### src/rtl/mem_config_pkg.sv
// Image memory geometry shared by the Sobel datapath and its loaders.
package mem_config_pkg;
    localparam int DATA_WIDTH = 8;
    localparam int ADDR_WIDTH = 4;
endpackage

### src/rtl/sobel_config_pkg.sv
// Frame geometry of the Sobel edge detector and the default grayscale weights.
package sobel_config_pkg;
    localparam int IMAGE_ROW_SIZE    = 4;
    localparam int IMAGE_COLUMN_SIZE = 4;
    localparam int PIX_COUNT         = IMAGE_ROW_SIZE * IMAGE_COLUMN_SIZE;

    localparam logic [7:0] GRAY_W_R = 8'd77;
    localparam logic [7:0] GRAY_W_G = 8'd150;
    localparam logic [7:0] GRAY_W_B = 8'd29;
endpackage

### src/rtl/rgb2gray_loader_pkg.sv
// Datapath widths and helpers for the RGB-to-gray loader.
package rgb2gray_loader_pkg;
    import mem_config_pkg::*;

    localparam int PROD_WIDTH = DATA_WIDTH + 8;
    localparam int SUM_WIDTH  = DATA_WIDTH + 10;

    function automatic int weight_sum(input logic [7:0] w_r, input logic [7:0] w_g,
                                      input logic [7:0] w_b);
        return int'(w_r) + int'(w_g) + int'(w_b);
    endfunction
endpackage

### src/rtl/rgb2gray_loader_if.sv
// Pixel stream into the loader: packed {R,G,B} beats with a last marker.
interface rgb2gray_loader_if;
    import mem_config_pkg::*;

    logic                      s_valid_i;
    logic                      s_ready_o;
    logic [3*DATA_WIDTH-1:0]   s_rgb_i;
    logic                      s_last_i;

    modport master (output s_valid_i, s_rgb_i, s_last_i, input s_ready_o);
    modport slave  (input s_valid_i, s_rgb_i, s_last_i, output s_ready_o);
endinterface

### src/rtl/rgb2gray_pipe.sv
// Two-stage weighted-sum datapath: per-channel products, then sum and >>8.
module rgb2gray_pipe
    import mem_config_pkg::*;
    import rgb2gray_loader_pkg::*;
#(
    parameter logic [7:0] W_R = 8'd77,
    parameter logic [7:0] W_G = 8'd150,
    parameter logic [7:0] W_B = 8'd29
) (
    input  logic                    clk_i,
    input  logic                    rst_ni,
    input  logic                    in_valid,
    input  logic [3*DATA_WIDTH-1:0] in_rgb,
    input  logic [ADDR_WIDTH-1:0]   in_addr,
    output logic                    s1_valid,
    output logic                    out_valid,
    output logic [ADDR_WIDTH-1:0]   out_addr,
    output logic [DATA_WIDTH-1:0]   out_data
);
    localparam logic [7:0] WEIGHTS [3] = '{W_R, W_G, W_B};

    logic [ADDR_WIDTH-1:0] s1_addr_reg;
    logic [SUM_WIDTH-1:0]  gray_sum;

    // Channel gi = 0 is R (MSBs), 2 is B (LSBs).
    for (genvar gi = 0; gi < 3; gi++) begin : g_ch
        logic [PROD_WIDTH-1:0] prod_reg;

        always_ff @(posedge clk_i or negedge rst_ni) begin
            if (!rst_ni) begin
                prod_reg <= '0;
            end else begin
                prod_reg <= PROD_WIDTH'(in_rgb[(2-gi)*DATA_WIDTH +: DATA_WIDTH])
                          * PROD_WIDTH'(WEIGHTS[gi]);
            end
        end
    end

    assign gray_sum = SUM_WIDTH'(g_ch[0].prod_reg) + SUM_WIDTH'(g_ch[1].prod_reg)
                    + SUM_WIDTH'(g_ch[2].prod_reg);

    always_ff @(posedge clk_i or negedge rst_ni) begin
        if (!rst_ni) begin
            s1_valid    <= 1'b0;
            s1_addr_reg <= '0;
            out_valid   <= 1'b0;
            out_addr    <= '0;
            out_data    <= '0;
        end else begin
            s1_valid    <= in_valid;
            s1_addr_reg <= in_addr;
            out_valid   <= s1_valid;
            out_addr    <= s1_addr_reg;
            // Weights sum to 256, so the shifted sum never exceeds full scale.
            out_data    <= DATA_WIDTH'(gray_sum >> 8);
        end
    end
endmodule

### src/rtl/rgb2gray_loader.sv
// Loads one grayscale frame into the Sobel input memory, starts Sobel, and
// holds off new pixels until Sobel reports it is done with the frame.
module rgb2gray_loader
    import mem_config_pkg::*;
    import sobel_config_pkg::*;
    import rgb2gray_loader_pkg::*;
#(
    parameter logic [7:0] W_R = GRAY_W_R,
    parameter logic [7:0] W_G = GRAY_W_G,
    parameter logic [7:0] W_B = GRAY_W_B
) (
    input  logic                  clk_i,
    input  logic                  rst_ni,
    rgb2gray_loader_if.slave      s,
    output logic                  wr_en_o,
    output logic [ADDR_WIDTH-1:0] wr_addr_o,
    output logic [DATA_WIDTH-1:0] wr_data_o,
    output logic                  sobel_start_o,
    input  logic                  sobel_finish_i,
    output logic                  frame_err_o,
    output logic                  busy_o
);
    if (weight_sum(W_R, W_G, W_B) != 256) begin : g_bad_weights
        $error("rgb2gray_loader: W_R + W_G + W_B must equal 256");
    end

    typedef enum logic [1:0] {LOAD, DRAIN, START, WAIT_FIN} state_t;

    state_t                state_reg;
    logic [ADDR_WIDTH-1:0] count_reg;
    logic                  ready;
    logic                  transfer;
    logic                  last_pix;
    logic                  s1_valid;

    assign ready       = (state_reg == LOAD);
    assign s.s_ready_o = ready;
    assign busy_o      = !ready;
    assign transfer    = s.s_valid_i & ready;
    assign last_pix    = (count_reg == ADDR_WIDTH'(PIX_COUNT - 1));

    rgb2gray_pipe #(.W_R(W_R), .W_G(W_G), .W_B(W_B)) u_pipe (
        .clk_i     (clk_i),
        .rst_ni    (rst_ni),
        .in_valid  (transfer),
        .in_rgb    (s.s_rgb_i),
        .in_addr   (count_reg),
        .s1_valid  (s1_valid),
        .out_valid (wr_en_o),
        .out_addr  (wr_addr_o),
        .out_data  (wr_data_o)
    );

    always_ff @(posedge clk_i or negedge rst_ni) begin
        if (!rst_ni) begin
            state_reg     <= LOAD;
            count_reg     <= '0;
            sobel_start_o <= 1'b0;
            frame_err_o   <= 1'b0;
        end else begin
            sobel_start_o <= 1'b0;
            if (transfer && (s.s_last_i != last_pix)) begin
                frame_err_o <= 1'b1;
            end
            case (state_reg)
                LOAD: begin
                    if (transfer) begin
                        if (last_pix) begin
                            count_reg <= '0;
                            state_reg <= DRAIN;
                        end else begin
                            count_reg <= count_reg + 1'b1;
                        end
                    end
                end
                // With stage 1 empty, the final write leaves stage 2 at this
                // edge, so both valids are clear when START is entered.
                DRAIN: begin
                    if (!s1_valid) begin
                        state_reg     <= START;
                        sobel_start_o <= 1'b1;
                    end
                end
                START: state_reg <= WAIT_FIN;
                WAIT_FIN: begin
                    if (sobel_finish_i) begin
                        state_reg <= LOAD;
                        count_reg <= '0;
                    end
                end
                default: state_reg <= LOAD;
            endcase
        end
    end
endmodule

### src/flat_wrapper.sv
// flat-port wrapper written by rule: the top's interface ports become plain ports
module rgb2gray_loader_flat import mem_config_pkg::*; import sobel_config_pkg::*; import rgb2gray_loader_pkg::*;
#(
    parameter logic [7:0] W_R = GRAY_W_R,
    parameter logic [7:0] W_G = GRAY_W_G,
    parameter logic [7:0] W_B = GRAY_W_B
)
  (clk_i, rst_ni, wr_en_o, wr_addr_o, wr_data_o, sobel_start_o, sobel_finish_i, frame_err_o, busy_o, s_s_valid_i, s_s_rgb_i, s_s_last_i, s_s_ready_o);
  rgb2gray_loader_if s_i ();
  input  logic clk_i;
  input  logic rst_ni;
  output logic wr_en_o;
  output logic [ADDR_WIDTH-1:0] wr_addr_o;
  output logic [DATA_WIDTH-1:0] wr_data_o;
  output logic sobel_start_o;
  input  logic sobel_finish_i;
  output logic frame_err_o;
  output logic busy_o;
  input wire logic [$bits(s_i.s_valid_i)-1:0] s_s_valid_i;
  input wire logic [$bits(s_i.s_rgb_i)-1:0] s_s_rgb_i;
  input wire logic [$bits(s_i.s_last_i)-1:0] s_s_last_i;
  output wire logic [$bits(s_i.s_ready_o)-1:0] s_s_ready_o;
  assign s_i.s_valid_i = s_s_valid_i;
  assign s_i.s_rgb_i = s_s_rgb_i;
  assign s_i.s_last_i = s_s_last_i;
  assign s_s_ready_o = s_i.s_ready_o;
  rgb2gray_loader #(.W_R(W_R), .W_G(W_G), .W_B(W_B)) u_core (.clk_i(clk_i), .rst_ni(rst_ni), .s(s_i), .wr_en_o(wr_en_o), .wr_addr_o(wr_addr_o), .wr_data_o(wr_data_o), .sobel_start_o(sobel_start_o), .sobel_finish_i(sobel_finish_i), .frame_err_o(frame_err_o), .busy_o(busy_o));
endmodule
### config.mk
export PLATFORM = sky130hd
export DESIGN_NAME = rgb2gray_loader_flat
export DESIGN_NICKNAME = d
export VERILOG_FILES = /design/src/rtl/mem_config_pkg.sv /design/src/rtl/sobel_config_pkg.sv /design/src/rtl/rgb2gray_loader_pkg.sv /design/src/rtl/rgb2gray_loader_if.sv /design/src/rtl/rgb2gray_pipe.sv /design/src/rtl/rgb2gray_loader.sv /design/src/flat_wrapper.sv
export SDC_FILE = /design/constraint.sdc
export NUM_CORES = 1
export LEC_CHECK = 0
export CAP_MARGIN = 30
export CORE_MARGIN = 2
export CORE_UTILIZATION = 29
export DETAILED_ROUTE_END_ITERATION = 12
export DONT_BUFFER_PORTS = 1
export GPL_TIMING_DRIVEN = 0
export SLEW_MARGIN = 25
export SYNTH_ARGS = -nofsm -noshare
export SYNTH_HDL_FRONTEND = slang
export SYNTH_SLANG_ARGS = --single-unit
### constraint.sdc
create_clock -name clk_i -period 3 [get_ports clk_i]
set_clock_uncertainty 0.15 [all_clocks]
set_input_delay 0.6 -clock clk_i [delete_from_list [all_inputs] [get_ports clk_i]]
set_output_delay 0.6 -clock clk_i [all_outputs]
set_load 0.02 [all_outputs]
## After elaboration in Yosys (flattened, before gate mapping)

Index checks and enable logic that the tools add are counted.

| word-level totals | value |
|---|---|
| input bits | 29 |
| output and inout bits | 17 |
| register bits after elaboration | 69 |
| word-level logic and storage cells | 45 |

| operators by class | value |
|---|---|
| $mul | 3 |
| multiplexer cells | 11 |
| $add $sub $neg | 3 |
| equal/unequal tests | 9 |
| reductions and logical operators | 6 |
| bitwise gates (word level) | 1 |

Operator list:

| operator | count |
|---|---|
| 8-bit by 7-bit multiplier with 15-bit output, second input constant | 2 |
| 15-bit by 16-bit adder with 16-bit output | 1 |
| 16-bit by 13-bit adder with 16-bit output | 1 |
| 8-bit by 5-bit multiplier with 13-bit output, second input constant | 1 |
| 4-bit two-way mux | 3 |
| 2-bit two-way mux | 4 |
| 2-bit != test, second input constant | 4 |
| 2-bit case mux with 4 select lines | 1 |
| 4-bit case mux with 2 select lines | 1 |
| 4-bit by 1-bit adder with 4-bit output, second input constant | 1 |
| 2-bit equality test, second input constant | 2 |
| 4-bit equality test, second input constant | 1 |
| 4-bit AND reduction | 1 |
| 3-bit AND reduction | 1 |
| 2-bit by 1-bit equality test with 1-bit output, second input constant | 1 |
| 2-bit zero test | 1 |
| 1-bit two-way mux | 2 |
| 2-bit nonzero test | 1 |
| 1-bit bitwise AND | 1 |
| 1-bit logical AND | 1 |
| 1-bit zero test | 1 |
| 1-bit != test | 1 |

## Longest topological paths before layout

| depth | value |
|---|---|
| depth after elaboration | 4 |
| gate-level depth with buffers | 14 |

## Cells and area by module

A second synthesis with hierarchy kept.

| second synthesis, totals | value |
|---|---|
| cell total of the unflattened synthesis | 552 |
| area, all modules | 5873.1 um^2 |

Modules (own cells, without submodules):

| module | instances | area an instance (um^2) | cells an instance | seq. area each (um^2) |
|---|---|---|---|---|
| rgb2gray_pipe | 1 | 5343.9 | 506 | 1526.5 |
| rgb2gray_loader | 1 | 529.3 | 46 | 200.2 |

## Worst setup path before layout

No wires, ideal clock.

| timing | value |
|---|---|
| path kind | input to register |
| start | input s_s_rgb_i[22] |
| end | register u_core.u_pipe.g_ch[0].prod_reg[12] |
| data required time | 2770 ps |
| stages on the path | 12 |
| buffers on the path | 0 |
| arrival | 3274 ps |
| slack | -504 ps |
| cell sequence | ha_1 ha_1 inv_1 fa_1 inv_1 ha_1 ha_1 or2_2 o31a_1 a31o_2 a21oi_1 xnor2_1 |

| between the ends | value |
|---|---|
| cells in the longest elaborated chain, start to end | 1 |

Ends and longest elaborated chain:

| element | line | text |
|---|---|---|
| start, declared | flat_wrapper.sv:20 | `input wire logic [$bits(s_i.s_rgb_i)-1:0] s_s_rgb_i;` |
| 8-bit by 7-bit multiplier with 15-bit output | rgb2gray_pipe.sv:34 | `* PROD_WIDTH'(WEIGHTS[gi]);` |
| end signal, assigned | rgb2gray_pipe.sv:33 | `prod_reg <= PROD_WIDTH'(in_rgb[(2-gi)*DATA_WIDTH +: DATA_WIDTH])` |
| end, declared | rgb2gray_pipe.sv:27 | `logic [PROD_WIDTH-1:0] prod_reg;` |

Every way passes these cells.
A chain may end at the register's enable or synchronous reset.

## Final worst setup path

| timing | value |
|---|---|
| start | input s_s_rgb_i[3] |
| end | register u_core.u_pipe.g_ch[2].prod_reg[12] |

| between the ends | value |
|---|---|
| cells in the longest elaborated chain, start to end | 1 |

Ends and longest elaborated chain:

| element | line |
|---|---|
| 8-bit by 5-bit multiplier with 13-bit output | rgb2gray_pipe.sv:34 |
| end signal, assigned | rgb2gray_pipe.sv:33 |
| end, declared | rgb2gray_pipe.sv:27 |

Every way passes these cells.

==> reports/results.ini <==
[status]
status = complete, but fails checks
violations = setup timing

[timing]
tightestPinTransition_ps = 473
drv_slew = 0
post-route-period-util_pct = 101
fmax_mhz = 330
hold_viol_final = 0
postLayoutSetupSlackWorst_ps = -29.9
rsz0062_at_grt = true
finalSetupViolations = 3
slew_headroom_pct = 68.5
fin_crit_ps = 3030
fin_setup_tns_ps = -53.9

[pwr]
leakagePower_nw = 3.24
peakVddDrop_mv = 0.625
power_density_nw_per_um2 = 1000

[final_layout]
layout.nets = 724
drive_above_1_share_pct = 18.8
final_cells = 809
num-fill-cells = 1927
area_growth_pct = 18.8
diodes = 0
largest_reg_flops = 43
final_cell_area_um2 = 6710

[floorplan]
core_area_um2 = 19300
floorplan.initialDensity_pct = 29.3
dieArea_um2 = 20600
die_height_um = 143
rows = 51
die_width_um = 143
io_pins = 46

[placement]
post-place-ws_ps = -437
dpl-instance-area_um2 = 6220
io_buffers = 0
gp_congestion = 0.832
dpl.cell_count = 784
dp_hpwl_um = 8420

[synthesis]
yosys_warnings = 0
synth-simple-area-share_pct = 5.32
synth-adder-area-share_pct = 39.6
async_flop_share_pct = 100
synth-seq-cells = 69
synth.area.top_cells = dfrtp_1 31%, ha_1 26%, fa_1 13%
synth_xor_area_share_pct = 5.43
synth-edff-count = 0
synthMuxAreaShare_pct = 0.377
synth.distinct_cells = 42
synthCells = 519
synth_top_family_by_area = adder cells
yosysTopAreaCellShare_pct = 30.6
yosysSeqAreaShare_pct = 30.6
synth_compound_area_share_pct = 12.6
yosysTopAreaCell = dfrtp_1
yosysMostFrequentCell = ha_1
syn_avg_cell_area_um2 = 10.9
ys.flop_type = dfrtp_1
yosys-top-cells-count = 118 x ha_1, 90 x inv_1, 69 x dfrtp_1
netlist_area_um2 = 5640
syn-num-nets = 704

[detailed_routing]
routed_wl_um = 10400
drtIter0Drc = 125
antenna_left = 0
viasPerCell = 4.53
drc_errors = 0
dr.pass1.iters = 4
wl_per_cell_um = 12.9
num_vias = 3663

[clock_tree]
cts_tree = built
clockBufferDepth = 2
cts_buffers = 9
clk_root_buffer_cell = clkbuf_16
path_clk_slew_ps = 60
clkSinkCount = 69
h-tree-depth = 3
clkLatencyLatePin_ps = 330

[critical_path]
rr_worst_depth = 8
arrival_ps = 3120
r2r-start = u_core.u_pipe.g_ch[0].prod_reg[2]
cp-start-kind = input pin
rrSetupSlack_ps = 140
critical_path_class = in2reg
cp_max_fo = 3
worst_setup_path_end_kind = register
r2r-end = u_core.u_pipe.out_data[5]
required_ps = 3090

[grt]
gr-usage-all-layers_pct = 10.9
overflow = 0
grt_pass1_vias = 3879
antenna_found_initial = 0
grt_max_degree = 70
grt_pass1_wl_um = 17900

[flow_run]
max-cap-violations = 0

[min_path]
hp-class = in2async

[worst max-delay path: stages]
cell	delay [ps]
clkinvlp_4	90
fa_1	500
inv_2	40
ha_4	210
fa_1	530
ha_4	310
inv_2	30
o211ai_1	260
a21oi_2	110
o21bai_1	140
a21oi_1	90
xnor2_1	200
[through the flow]
step	power [mW]	hold slack (ps)	util, %
after floorplan	4.74	154	-
after global placement	5.39	158	32.3
after detailed placement	5.52	157	32.3
after CTS	6.57	9.30	34.0
after global routing	7.34	14.7	34.8
final	6.71	1.74	34.8
[power breakdown]
part	internal, mW	switching, mW
Sequential	1.34	0.351
Combinational	1.93	2.13
Clock	0.580	0.377
[cell usage in the layout (no fill, tap or decap), types with 7 or more instances in the layout]
master	count
inv_2	15
fa_1	37
a21oi_2	10
ha_1	98
xnor2_1	19
nor2_1	13
a21o_1	13
a21oi_1	20
xor2_1	15
nand2_1	10
dfrtp_1	69
clkbuf_16	9
o21ai_2	8
nor2b_1	7
ha_4	16
buf_4	8
o21bai_1	9
inv_1	74
o21a_1	7
o21ai_0	11
[metal layers]
| layer | global-route usage (%) | vias to the layer above | wire, um |
|---|---|---|---|
| met5 | 0 | - | 0 |
| li1 | - | 1803 | - |
| met2 | 19.4 | 51 | 5370 |
| met1 | 13.4 | 1798 | 4630 |
| met4 | 2.17 | 0 | 71 |
| met3 | 2.70 | 11 | 370 |
[kinds of logic (layout without fill, tap and decap cells)]
group                    Yosys count  after routing
adder cells (fa/ha/maj)          156            156
AO/OA/AOI/OAI                    107            107
buffers and inverters             90            115
flip-flops                        69             69
AND/OR/NAND/NOR                   60             60
XOR/XNOR                          35             35
multiplexers                       2              2
[final cells by class]
| type | instances | area (um^2) | share of cell area, % |
|---|---|---|---|
| clock buffers | 11 | 243 | 3.62 |
| clock inverters | 5 | 36.3 | 0.541 |
| inverters | 90 | 342 | 5.09 |
| multi-input cells | 360 | 3940 | 58.8 |
| flip-flops and latches | 69 | 1730 | 25.7 |
| well taps | 265 | 332 | 4.94 |
| repair buffers | 9 | 87.6 | 1.31 |
[worst max-delay path by stage]
stage / slack (ps) / end / startpoint
6_report: -30 / u_core.u_pipe.g_ch[2].prod_reg[12] / s_s_rgb_i[3]
5_1_grt: -150 / u_core.u_pipe.g_ch[2].prod_reg[12] / s_s_rgb_i[3]
4_1_cts: -10 / u_core.u_pipe.g_ch[1].prod_reg[12] / s_s_rgb_i[12]
3_5_place_dp: -440 / u_core.u_pipe.g_ch[2].prod_reg[12] / s_s_rgb_i[3]
3_3_place_gp: -360 / u_core.u_pipe.g_ch[1].prod_reg[12] / s_s_rgb_i[12]
2_1_floorplan: -260 / u_core.u_pipe.g_ch[1].prod_reg[12] / s_s_rgb_i[12]
[repair_timing]
| action | in CTS | in global routing |
|---|---|---|
| hold buffers | 1 | 0 |
| pin swaps | 14 | 24 |
| resized for setup | 8 | 25 |
| setup endpoints to repair | 5 | 13 |
| endpoints found under the hold margin | 69 | 0 |
| buffers inserted | 2 | 6 |
Power figures use the tool's default switching activity.
